--- src/rtl/channel_scanner.sv ---
// Round-robin channel scanner: walks the set bits of an 8-bit mask, holding each
// enabled channel dwell+1 cycles, with wrap pulse and saturating pass counter.
module channel_scanner #(
  parameter int DWELL_W = 4
) (
  input  logic               clk,
  input  logic               rst,
  input  logic               start,
  input  logic               stop,
  input  logic [7:0]         mask,
  input  logic [DWELL_W-1:0] dwell,
  output logic [2:0]         out,
  output logic               valid,
  output logic               busy,
  output logic               wrap,
  output logic [7:0]         passes
);

  localparam logic [0:0] IDLE = 1'b0;
  localparam logic [0:0] SCAN = 1'b1;

  logic [0:0]         state_r;
  logic [DWELL_W-1:0] cnt_r;
  logic [2:0]         first_s;
  logic [2:0]         next_s;
  logic               wraps_s;

  function automatic logic [2:0] lowest_set(input logic [7:0] m);
    logic [2:0] r;
    r = 3'd0;
    for (int k = 7; k >= 0; k--) begin
      if (m[k]) begin
        r = 3'(k);
      end else begin
        r = r;
      end
    end
    return r;
  endfunction

  // Circular search from cur+1; the eighth probe lands back on cur itself,
  // which is how a single-bit mask re-selects its own channel.
  function automatic logic [2:0] next_set(input logic [7:0] m, input logic [2:0] cur);
    logic [2:0] r;
    logic [2:0] idx;
    logic       found;
    r     = cur;
    found = 1'b0;
    for (int k = 1; k <= 8; k++) begin
      idx = cur + 3'(k);
      if (!found && m[idx]) begin
        r     = idx;
        found = 1'b1;
      end else begin
        r = r;
      end
    end
    return r;
  endfunction

  // Candidate channel indices for the start and advance paths.
  always_comb begin
    first_s = lowest_set(mask);
    next_s  = next_set(mask, out);
    wraps_s = (next_s <= out);
  end

  // Scan state machine; all outputs are registered here.
  always_ff @(posedge clk or posedge rst) begin
    if (rst) begin
      state_r <= IDLE;
      cnt_r   <= '0;
      out     <= 3'd0;
      valid   <= 1'b0;
      busy    <= 1'b0;
      wrap    <= 1'b0;
      passes  <= 8'd0;
    end else begin
      case (state_r)
        IDLE: begin
          wrap <= 1'b0;
          if (start && !stop && (mask != 8'd0)) begin
            state_r <= SCAN;
            out     <= first_s;
            valid   <= 1'b1;
            busy    <= 1'b1;
            cnt_r   <= dwell;
            passes  <= 8'd0;
          end
        end
        SCAN: begin
          if (stop) begin
            state_r <= IDLE;
            valid   <= 1'b0;
            busy    <= 1'b0;
            wrap    <= 1'b0;
          end else if (cnt_r != '0) begin
            cnt_r <= cnt_r - {{(DWELL_W-1){1'b0}}, 1'b1};
            wrap  <= 1'b0;
          end else if (mask == 8'd0) begin
            state_r <= IDLE;
            valid   <= 1'b0;
            busy    <= 1'b0;
            wrap    <= 1'b0;
          end else begin
            out   <= next_s;
            cnt_r <= dwell;
            wrap  <= wraps_s;
            if (wraps_s && (passes != 8'd255)) begin
              passes <= passes + 8'd1;
            end
          end
        end
        default: begin
          state_r <= IDLE;
          valid   <= 1'b0;
          busy    <= 1'b0;
          wrap    <= 1'b0;
        end
      endcase
    end
  end

endmodule

--- config.mk ---
export PLATFORM = sky130hd
export DESIGN_NAME = channel_scanner
export DESIGN_NICKNAME = d
export VERILOG_FILES = /design/src/rtl/channel_scanner.sv
export SDC_FILE = /design/constraint.sdc
export NUM_CORES = 1
export LEC_CHECK = 0
export CORE_AREA = 5 5 79 59
export CTS_BUF_LIST = sky130_fd_sc_hd__clkbuf_8
export DETAILED_ROUTE_END_ITERATION = 6
export DIE_AREA = 0 0 84 64
export GPL_TIMING_DRIVEN = 0
export PLACE_DENSITY = 0.79
export SLEW_MARGIN = 10
export SYNTH_ARGS = -nofsm -noshare
export SYNTH_HDL_FRONTEND = slang
export SYNTH_SLANG_ARGS = --single-unit
--- constraint.sdc ---
create_clock -name clk -period 8.45 [get_ports clk]
set_input_delay 1.69 -clock clk [delete_from_list [all_inputs] [get_ports clk]]
set_output_delay 1.69 -clock clk [all_outputs]
set_load 0.02 [all_outputs]
======== After elaboration in Yosys (flattened, before gate mapping) ========
Index checks and enable logic that the tools add are counted.
word-level totals
  register bits after elaboration ......... 18
  bits in latches ......................... 0
  RAM bits ................................ 0
  ROM bits ................................ 0
  input bits .............................. 16
  output and inout bits ................... 14
  word-level logic and storage cells ...... 128
  memories ................................ 0
operators by class
  $add $sub $neg .......................... 9
  multipliers ............................. 0
  div/mod/pow operators ................... 0
  magnitude comparators ................... 9
  equal/unequal tests ..................... 9
  shifts and indexed selects .............. 0
  muxes and demuxes ....................... 69
  bitwise logic cells ..................... 1
  reduce and logical (&&, ||, !) cells .... 25
operators by type and width
  cell                                                                   number
  3-bit two-way mux                                                      20
  8-bit two-way mux                                                      5
  3-bit by 4-bit < comparator with 1-bit output (second input constant)  8
  1-bit two-way mux                                                      26
  1-bit binary-select mux with 3-bit select                              8
  4-bit two-way mux                                                      4
  8-bit one-hot mux with 2 select lines                                  1
  3-bit adder (second input constant)                                    4
  1-bit logical AND                                                      10
  8-bit by 1-bit adder with 8-bit output (second input constant)         1
  1-bit zero test                                                        8
  8-bit zero test                                                        1
  2-bit != test (second input constant)                                  4
  8-bit != test (second input constant)                                  1
  4-bit one-hot mux with 2 select lines                                  1
  8-bit nonzero test                                                     1
  3-bit by 2-bit adder with 3-bit output (second input constant)         2
  3-bit != test (second input constant)                                  2
  1-bit one-hot mux with 2 select lines                                  3
  3-bit one-hot mux with 2 select lines                                  1
  3-bit AND reduction                                                    2
  5-bit AND reduction                                                    1
  4-bit AND reduction                                                    1
  4-bit nonzero test                                                     1
  6 further kinds                                                        6

======== Depth between registers and ports, before layout ========
Gate-level depths: netlist of the first run.
  depth in word-level cells ............... 32
  gate-level depth with buffers ........... 21
  mapped depth without buffers ............ 17

======== Worst setup path after synthesis of the first run ========
Ideal clock, no wire load.
  path type ............................... input -> register
  start ................................... input mask[1]
  end ..................................... register passes[5]
  setup time .............................. 144 ps
  arrival ................................. 4950 ps
  data required time ...................... 8306 ps
  setup slack ............................. 3356 ps
  cell stages on the path ................. 17
  buffers on the path ..................... 2
  cells stage by stage .................... clkbuf_1 -> mux4_2 -> mux2_2 -> or3_1 -> a21oi_1 -> a31oi_1 -> a21oi_1 -> nor2_1 -> ha_1 -> nor2b_1 -> o21a_1 -> o21ai_0 -> o2111ai_1 -> clkbuf_1 -> nor3_1 -> xnor2_1 -> nor2_1
between the ends
  cells in the longest elaborated chain, start to end .. 28
  elaborated cells between the ends (all ways) .. 54
  those cells by class .................... order compare (1); eq/ne (3); mux (31); reduce/logical (19)
RTL lines
  item                                                line  source
  start: declaration                                  10    input logic [7:0] mask,
  1-bit binary-select mux with 3-bit select           51    if (!found && m[idx]) begin
  1-bit two-way mux (not written as such)             51
  1-bit two-way mux                                   51
  1-bit zero test                                     51
  1-bit logical AND                                   51
  1-bit two-way mux                                   51
  1-bit zero test                                     51
  1-bit logical AND                                   51
  (+12 left out)                                      n/a
  1-bit two-way mux                                   51
  1-bit zero test                                     51
  1-bit logical AND                                   51
  3-bit two-way mux                                   51
  3-bit <= comparator                                 65    wraps_s = (next_s <= out);
  1-bit logical AND                                   109   if (wraps_s && (passes != 8'd255)) begin
  2-bit by 1-bit != test with 1-bit output (no line)  n/a
  5-bit AND reduction (no line) (*)                   n/a
  end signal: assignment                              110   passes <= passes + 8'd1;
  end: declaration                                    16    output logic [7:0] passes
Every way passes the cells marked *; elsewhere a longest branch is shown, timed or not. The select of a mux whose other input is x is not followed.
A chain may end at the register's enable or synchronous reset.

======== Worst setup path in the final report of the first run ========
  start ................................... input mask[7]
  end ..................................... register passes[7]
The elaborated chain is that of the path after synthesis.

==> results of run 1 <==
registers in the layout, summed over array words and instances (netlist names):
signal,flops
busy,1
wrap,1
passes,8
out,3
state_r,1
cnt_r,4
final cells by class:
class                      instances  share of cell area
multi-input combinational        195               0.598
sequential                        18               0.187
timing repair buffer              28               0.116
tap                               52              0.0270
buffer                            11              0.0249
inverter                          15              0.0234
clock buffer                       4              0.0229
power groups by stage:
| stage | combinational [mW] | clock [mW] | sequential (mW) |
|---|---|---|---|
| floorplan | 0.494 | 0 | 0.130 |
| global placement | 0.633 | 0 | 0.122 |
| detailed placement | 0.640 | 0 | 0.122 |
| CTS | 0.644 | 0.0716 | 0.121 |
| global route | 0.722 | 0.0759 | 0.123 |
| finish | 0.652 | 0.0699 | 0.121 |
per-layer routing:
| metal | part of all wire | global-route usage | vias up |
|---|---|---|---|
| met1 | 0.48 | 0.287 | 889 |
| met3 | 0.087 | 0.0411 | 9 |
| met4 | 0.0065 | 0.0382 | 0 |
| li1 | - | - | 948 |
| met2 | 0.43 | 0.256 | 92 |
| met5 | 0 | 0 | - |
worst min-delay path: stages, from the launching register on:
cell                      delay, ns
sky130_fd_sc_hd__dfrtp_1       0.39
sky130_fd_sc_hd__mux2i_1       0.09
sky130_fd_sc_hd__nand2_1       0.05
stage by stage:
stage | cells | worst slack (ns) | utilization
finish | 323 | 2.76 | 0.633
floorplan | 239 | 3.36 | -
detailed placement | 319 | 2.55 | 0.618
global route | 323 | 2.33 | 0.633
global placement | 319 | 2.59 | 0.618
CTS | 323 | 2.80 | 0.633
how the worst max path moves through the flow:
stage / from / endpoint / slack (ns) / cells after the start
final: mask[7] / passes[7] / 2.76 / 17
after global routing: mask[7] / passes[7] / 2.33 / 17
after CTS: mask[7] / passes[7] / 2.80 / 17
after detailed placement: mask[7] / passes[7] / 2.55 / 17
after global placement: mask[0] / passes[7] / 2.59 / 17
after floorplan: mask[1] / passes[5] / 3.36 / 17
logic make-up (layout without fill, tap and decap cells):
| family | Yosys count | count (layout) |
|---|---|---|
| simple gates | 96 | 96 |
| compound gates | 57 | 57 |
| mux | 27 | 27 |
| buf+inv | 26 | 58 |
| flops | 18 | 18 |
| xor+xnor | 8 | 8 |
| fa+ha+maj | 7 | 7 |
placed cells by master, fill, tap and decap left out, drive strengths merged, types with 2 or more instances in the layout:
| cell | count |
|---|---|
| nand2 | 26 |
| xnor2 | 8 |
| or3 | 4 |
| nand2b | 8 |
| mux2i | 12 |
| nor2b | 4 |
| clkinv | 2 |
| dfrtp | 18 |
| nor4 | 2 |
| o21ai | 20 |
| a21oi | 9 |
| clkdlybuf4s50 | 28 |
| a31oi | 4 |
| nand3b | 3 |
| mux4 | 9 |
| clkbuf | 9 |
| a211o | 3 |
| nand3 | 7 |
| ha | 7 |
| mux2 | 6 |
| o22ai | 4 |
| inv | 13 |
| nor3 | 9 |
| a22oi | 3 |
| nor4b | 3 |
| buf | 6 |
| nor2 | 23 |
==> impl_metrics.json, run 1 <==
{
  "rows": 19,
  "regArea_um2": 450,
  "setup.reg_to_reg.worst_slack_ns": 3.45,
  "grtUsageTotal": 0.184,
  "worst-endpoint-required_ns": 8.56,
  "finish.instance_area_mm2": 0.00241,
  "critical-path-top-cell-by-count": "sky130_fd_sc_hd__nor2_1",
  "cellInternalPower_uw": 440,
  "whs_endpoint": "cnt_r[0]",
  "timing.final.hold_violations": 0,
  "ys_seq_elements": 18,
  "tightestPinTransition_ns": 0.817,
  "placedInstanceArea_mm2": 0.00235,
  "worstRegToRegCells": 19,
  "critical_path.startpoint_type": "input port",
  "clock_skew_ns": 0.00170,
  "post_synth.cell_area_avg_um2": 8.40,
  "worst_ep_arrival_time_ns": 5.80,
  "synth_adder_area_share": 0.0436,
  "area_delta_synth_final_pct": 20.0,
  "drt-wirelength-per-cell_um": 15.1,
  "hp_class": "reg -> reg",
  "number_of_antenna_violations_at_the_first_check_in_global_routing": 0,
  "power.leakage_nw": 0.938,
  "design.core.area_mm2": 0.00380,
  "switching_share": 0.478,
  "timing_worst_setup_path_type": "in -> reg",
  "multiInputGateArea_mm2": 0.00144,
  "syn-num-nets": 262,
  "synth_mux_area_frac": 0.200,
  "antenna_cells_inserted": 0,
  "timing.critical_path.fanout_max": 10,
  "timing.hold.worst_path_depth": 2,
  "detail_route.wirelength_um": 4890,
  "finalPower_uw": 842,
  "dr.pass1.iters": 7,
  "timing.max_slew.rel_slack": 0.441,
  "postRouteAntennaNets": 0,
  "cts_buffer_depth": 2,
  "peakVddDrop_mv": 0.199,
  "comb_power_share": 0.773,
  "cts_sinks": 18,
  "netlist_instances": 239,
  "grt_setup_unrepaired": "false",
  "die_w_um": 84,
  "cts_resized": 0,
  "post_synth_num_cell_types": 54,
  "maxSlewViolCount": 0,
  "power.sequential.fraction": 0.144,
  "skew_pair_late_insertion_delay_ns": 0.25,
  "critical_path.n_buffers_inverters": 2,
  "ios": 30,
  "critPathMaxStageDelay_ns": 0.55,
  "cp_top_family": "simple AND/OR/NAND/NOR gates",
  "yosys.area_share.simple": 0.251,
  "clk_pin_slew_worst_paths_ns": 0.07,
  "fill_cells": 329,
  "tcrit_tclk_final": 0.673,
  "detail_route.drc_violations": 0,
  "postSynth.asyncResetShare": 1.00,
  "cts_buffers": 3,
  "setup.worst_path.end_class": "flop",
  "power_switching_uw": 402,
  "max-cap-violations": 0,
  "setup_tns_ns": 0,
  "timing.rr.end": "passes[7]",
  "finalWeightedCongestion": 0.934,
  "synth_warnings": 0,
  "route.vias.total": 1938,
  "nets": 295,
  "power.share.clock": 0.083,
  "htreeDepth": 1,
  "cts_setup_buffers": 0,
  "fmax_mhz": 176,
  "synth-seq-area-share": 0.224,
  "tritoncts": "done",
  "synth-compound-area-share": 0.188,
  "grt_start_max_net_pins": 19,
  "first_global_vias": 1666,
  "yosys-top-cells-count": "26 x sky130_fd_sc_hd__nand2_1, 23 x sky130_fd_sc_hd__nor2_1, 20 x sky130_fd_sc_hd__o21ai_0",
  "synth-edff-count": 0,
  "crit_reg_reg_startpoint": "out[1]",
  "cellPowerDensity_mw_per_mm2": 350,
  "setup_viol": 0,
  "synth_most_common_cell": "sky130_fd_sc_hd__nand2_1",
  "detailed_place_hpwl_um": 3870,
  "port-buffer-count": 28,
  "yosys.area.top_type_share": 0.224,
  "synthXorXnorAreaFrac": 0.0349,
  "detail_route.iter0.violations": 210,
  "netlist_area_pre_place_mm2": 0.00201,
  "vias_per_cell": 6.00,
  "grt.overflow.total": 0,
  "worstPathCellList": "clkdlybuf4s50_1 > mux2i_1 > nand2_1 > mux4_2 > nor4_1 > a31oi_1 > a21oi_1 > nor2_1 > ha_1 > nor2b_1 > o21a_1 > o21ai_0 > o2111ai_1 > clkbuf_1 > nor3_1 > xnor2_1 > nor2_1",
  "dieArea_mm2": 0.00538,
  "outcome": "finished clean",
  "synth_flop_cell": "sky130_fd_sc_hd__dfrtp_1",
  "floorplan.initialDensity": 0.528,
  "netlist.top_cell.by_area": "sky130_fd_sc_hd__dfrtp_1",
  "cpMaxStageDelayCell": "sky130_fd_sc_hd__clkdlybuf4s50_1",
  "synth_top_family_by_area": "simple AND/OR/NAND/NOR gates",
  "timing.hold.ws_ns": 0.565,
  "hold_buffers": 0,
  "drive_gt1_frac": 0.125,
  "min_from": "cnt_r[0]",
  "clock_tree.root_cell": "sky130_fd_sc_hd__clkbuf_8",
  "crit_path_time_final_ns": 5.69,
  "first_pass_grt_wire_length_um": 8100,
  "die_h_um": 64,
  "netlist_top_cells_area": "sky130_fd_sc_hd__dfrtp_1 22%, sky130_fd_sc_hd__mux4_2 9.0%, sky130_fd_sc_hd__mux2i_1 5.0%, sky130_fd_sc_hd__o21ai_0 5.0%, sky130_fd_sc_hd__nand2_1 4.9%"
}
(Power assumes the default switching activity.)
==> run 2: changes to the inputs <==
CORE_AREA = 5 5 81 61   (was 5 5 79 59)
DIE_AREA = 0 0 86 66   (was 0 0 84 64)
PLACE_DENSITY = 0.77   (was 0.79)
clock period = 4.85 ns   (was 8.45 ns; I/O delays follow)
==> run 2 against run 1 <==
Sequential share of layout area fell by 0.92 points; register-to-register slack got worse by 3.2 ns; final cell count up 0.93%; clock skew is 0.00079 ns higher; worst setup slack got worse by 2.5 ns; total power grew 88%; combinational power rose by 95%; core utilization shrank 2.0 points; hold slack barely moved; largest power group unchanged.
==> impl_metrics.json, run 2 (same netlist as run 1, synthesis figures left out) <==
{
  "post-place-ws_ns": -0.383,
  "cts_buffer_depth": 2,
  "first_pass_grt_wire_length_um": 8690,
  "detail_route.wirelength_um": 5330,
  "detailed_place_hpwl_um": 3950,
  "grt_setup_unrepaired": "false",
  "tritoncts": "done",
  "floorplan.initialDensity": 0.486,
  "critical_path.startpoint_type": "flop",
  "cts_sinks": 18,
  "port-buffer-count": 28,
  "crit_path_time_final_ns": 4.57,
  "die_w_um": 86,
  "antenna_cells_inserted": 0,
  "worst-endpoint-required_ns": 4.96,
  "grt_start_max_net_pins": 19,
  "area_delta_synth_final_pct": 26.1,
  "clock_skew_ns": 0.00249,
  "critical_path.n_buffers_inverters": 4,
  "tcrit_tclk_final": 0.943,
  "htreeDepth": 1,
  "maxSlewViolCount": 0,
  "finalWeightedCongestion": 0.944,
  "layout_common_cells": "26 x sky130_fd_sc_hd__nand2_1, 23 x sky130_fd_sc_hd__nor2_1, 21 x sky130_fd_sc_hd__clkdlybuf4s50_1",
  "largestRegisters": "passes (8), cnt_r (4), out (3)",
  "peakVddDrop_mv": 0.392,
  "grtUsageTotal": 0.193,
  "cellPowerDensity_mw_per_mm2": 625,
  "number_of_antenna_violations_at_the_first_check_in_global_routing": 0,
  "rows": 20,
  "dpl.cell_count": 322,
  "critPathMaxStageDelay_ns": 0.56,
  "detail_route.drc_violations": 0,
  "dr.pass1.iters": 4,
  "drive_gt1_frac": 0.162,
  "vias_per_cell": 5.98,
  "timing.critical_path.fanout_max": 10,
  "timing.final.ws_setup_ns": 0.278,
  "skew_pair_late_insertion_delay_ns": 0.25,
  "fmax_mhz": 219,
  "dieArea_mm2": 0.00568,
  "worst_ep_arrival_time_ns": 4.68,
  "finalPower_mw": 1.58,
  "cts_buffers": 3,
  "drt-wirelength-per-cell_um": 16.3,
  "layout_commonest_cell": "sky130_fd_sc_hd__nand2_1",
  "postRouteAntennaNets": 0,
  "hp_class": "reg -> reg",
  "tightestPinTransition_ns": 0.899,
  "ios": 30,
  "grt.overflow.total": 0,
  "worstPathCellList": "buf_6 > buf_6 > inv_1 > ha_4 > mux4_2 > mux2_4 > or3_1 > a21oi_1 > a31oi_1 > a21oi_2 > nor2_1 > ha_1 > nor2b_1 > o21a_1 > o21ai_1 > o2111ai_1 > buf_4 > nor3_1 > xnor2_1 > nor2_1",
  "first_global_vias": 1809,
  "nets": 296,
  "setup_viol": 0,
  "detail_route.iter0.violations": 149,
  "clk_pin_slew_worst_paths_ns": 0.06,
  "timing_worst_setup_path_type": "reg -> reg",
  "final_cell_count_no_fill": 326,
  "die_h_um": 66,
  "timing.max_slew.rel_slack": 0.396,
  "design.core.area_mm2": 0.00413,
  "power.leakage_nw": 1.03,
  "max-cap-violations": 0,
  "cpMaxStageDelayCell": "sky130_fd_sc_hd__mux4_2",
  "hold_buffers": 0,
  "setup.worst_path.end_class": "flop",
  "clock_tree.root_cell": "sky130_fd_sc_hd__clkbuf_8",
  "largest_register": "passes",
  "cp_top_family": "multiplexers",
  "timing.final.hold_violations": 0,
  "route.vias.total": 1951,
  "outcome": "finished clean",
  "number_of_flip_flops_in_the_largest_register": 8
}
[run 2: changes by cell type in the layout (fill, tap and decap cells not counted), moves of 2 or more]
cell,previous run,this run
sky130_fd_sc_hd__nor3_2,1,4
sky130_fd_sc_hd__dlymetal6s2s_1,0,7
sky130_fd_sc_hd__buf_6,1,3
sky130_fd_sc_hd__clkdlybuf4s50_1,28,21
sky130_fd_sc_hd__mux2i_1,10,8
sky130_fd_sc_hd__mux2i_4,0,3
sky130_fd_sc_hd__nor4b_2,3,1
sky130_fd_sc_hd__nor3_1,8,5
sky130_fd_sc_hd__nor4b_4,0,2
[run 2: final timing paths]
path	startpoint	cells after the start	slack, ns	end
min in group asynchronous	rst	2	1.11	passes[2]
worst min-delay path	cnt_r[0]	2	0.56	cnt_r[0]
max in group asynchronous	rst	2	3.30	passes[0]
worst max-delay path	out[0]	20	0.28	passes[4]
worst max register to register	out[0]	20	0.28	passes[4]
worst min register to register	cnt_r[0]	2	0.56	cnt_r[0]
[run 2: tightest hold or removal path, delay by kind of cell, from the launching register on]
kind          cells  cell delay, ns
simple gates      1            0.06
mux               1            0.08
flops             1            0.38
[run 2: cell type report]
type / instances / area [µm²]
Fill cell: 359 / 1600
Multi-Input combinational cell: 195 / 1530
Sequential cell: 18 / 450
Timing Repair Buffer: 29 / 305
Buffer: 11 / 73.8
Tap cell: 55 / 68.8
Inverter: 15 / 58.8
Clock buffer: 3 / 41.3
[run 2: repair_timing]
item | in CTS | in global routing
buffers inserted | 0 | 1
setup endpoints to repair | 6 | 8
hold endpoints to repair | 0 | 0
resized for setup | 7 | 25
[run 2: per-layer routing]
| metal | vias to the layer above | GRT usage | part of all wire |
|---|---|---|---|
| li1 | 950 | - | - |
| met1 | 939 | 0.274 | 0.47 |
| met2 | 57 | 0.295 | 0.45 |
| met3 | 5 | 0.0436 | 0.066 |
| met4 | 0 | 0.0455 | 0.0090 |
| met5 | - | 0 | 0 |
[run 2: through the flow]
step	instance area (µm²)	util	hold slack [ns]	setup TNS, ns
after floorplan	2010	-	0.503	0
after global routing	2530	0.613	0.591	0
after global placement	2360	0.571	0.528	-1.66
final	2530	0.613	0.564	0
after CTS	2420	0.586	0.573	0
after detailed placement	2360	0.571	0.560	-2.18
[run 2: power breakdown]
part	internal [mW]	switching, mW	total [mW]
clock network	0.0552	0.0484	0.104
logic	0.583	0.690	1.27
registers	0.178	0.0287	0.207
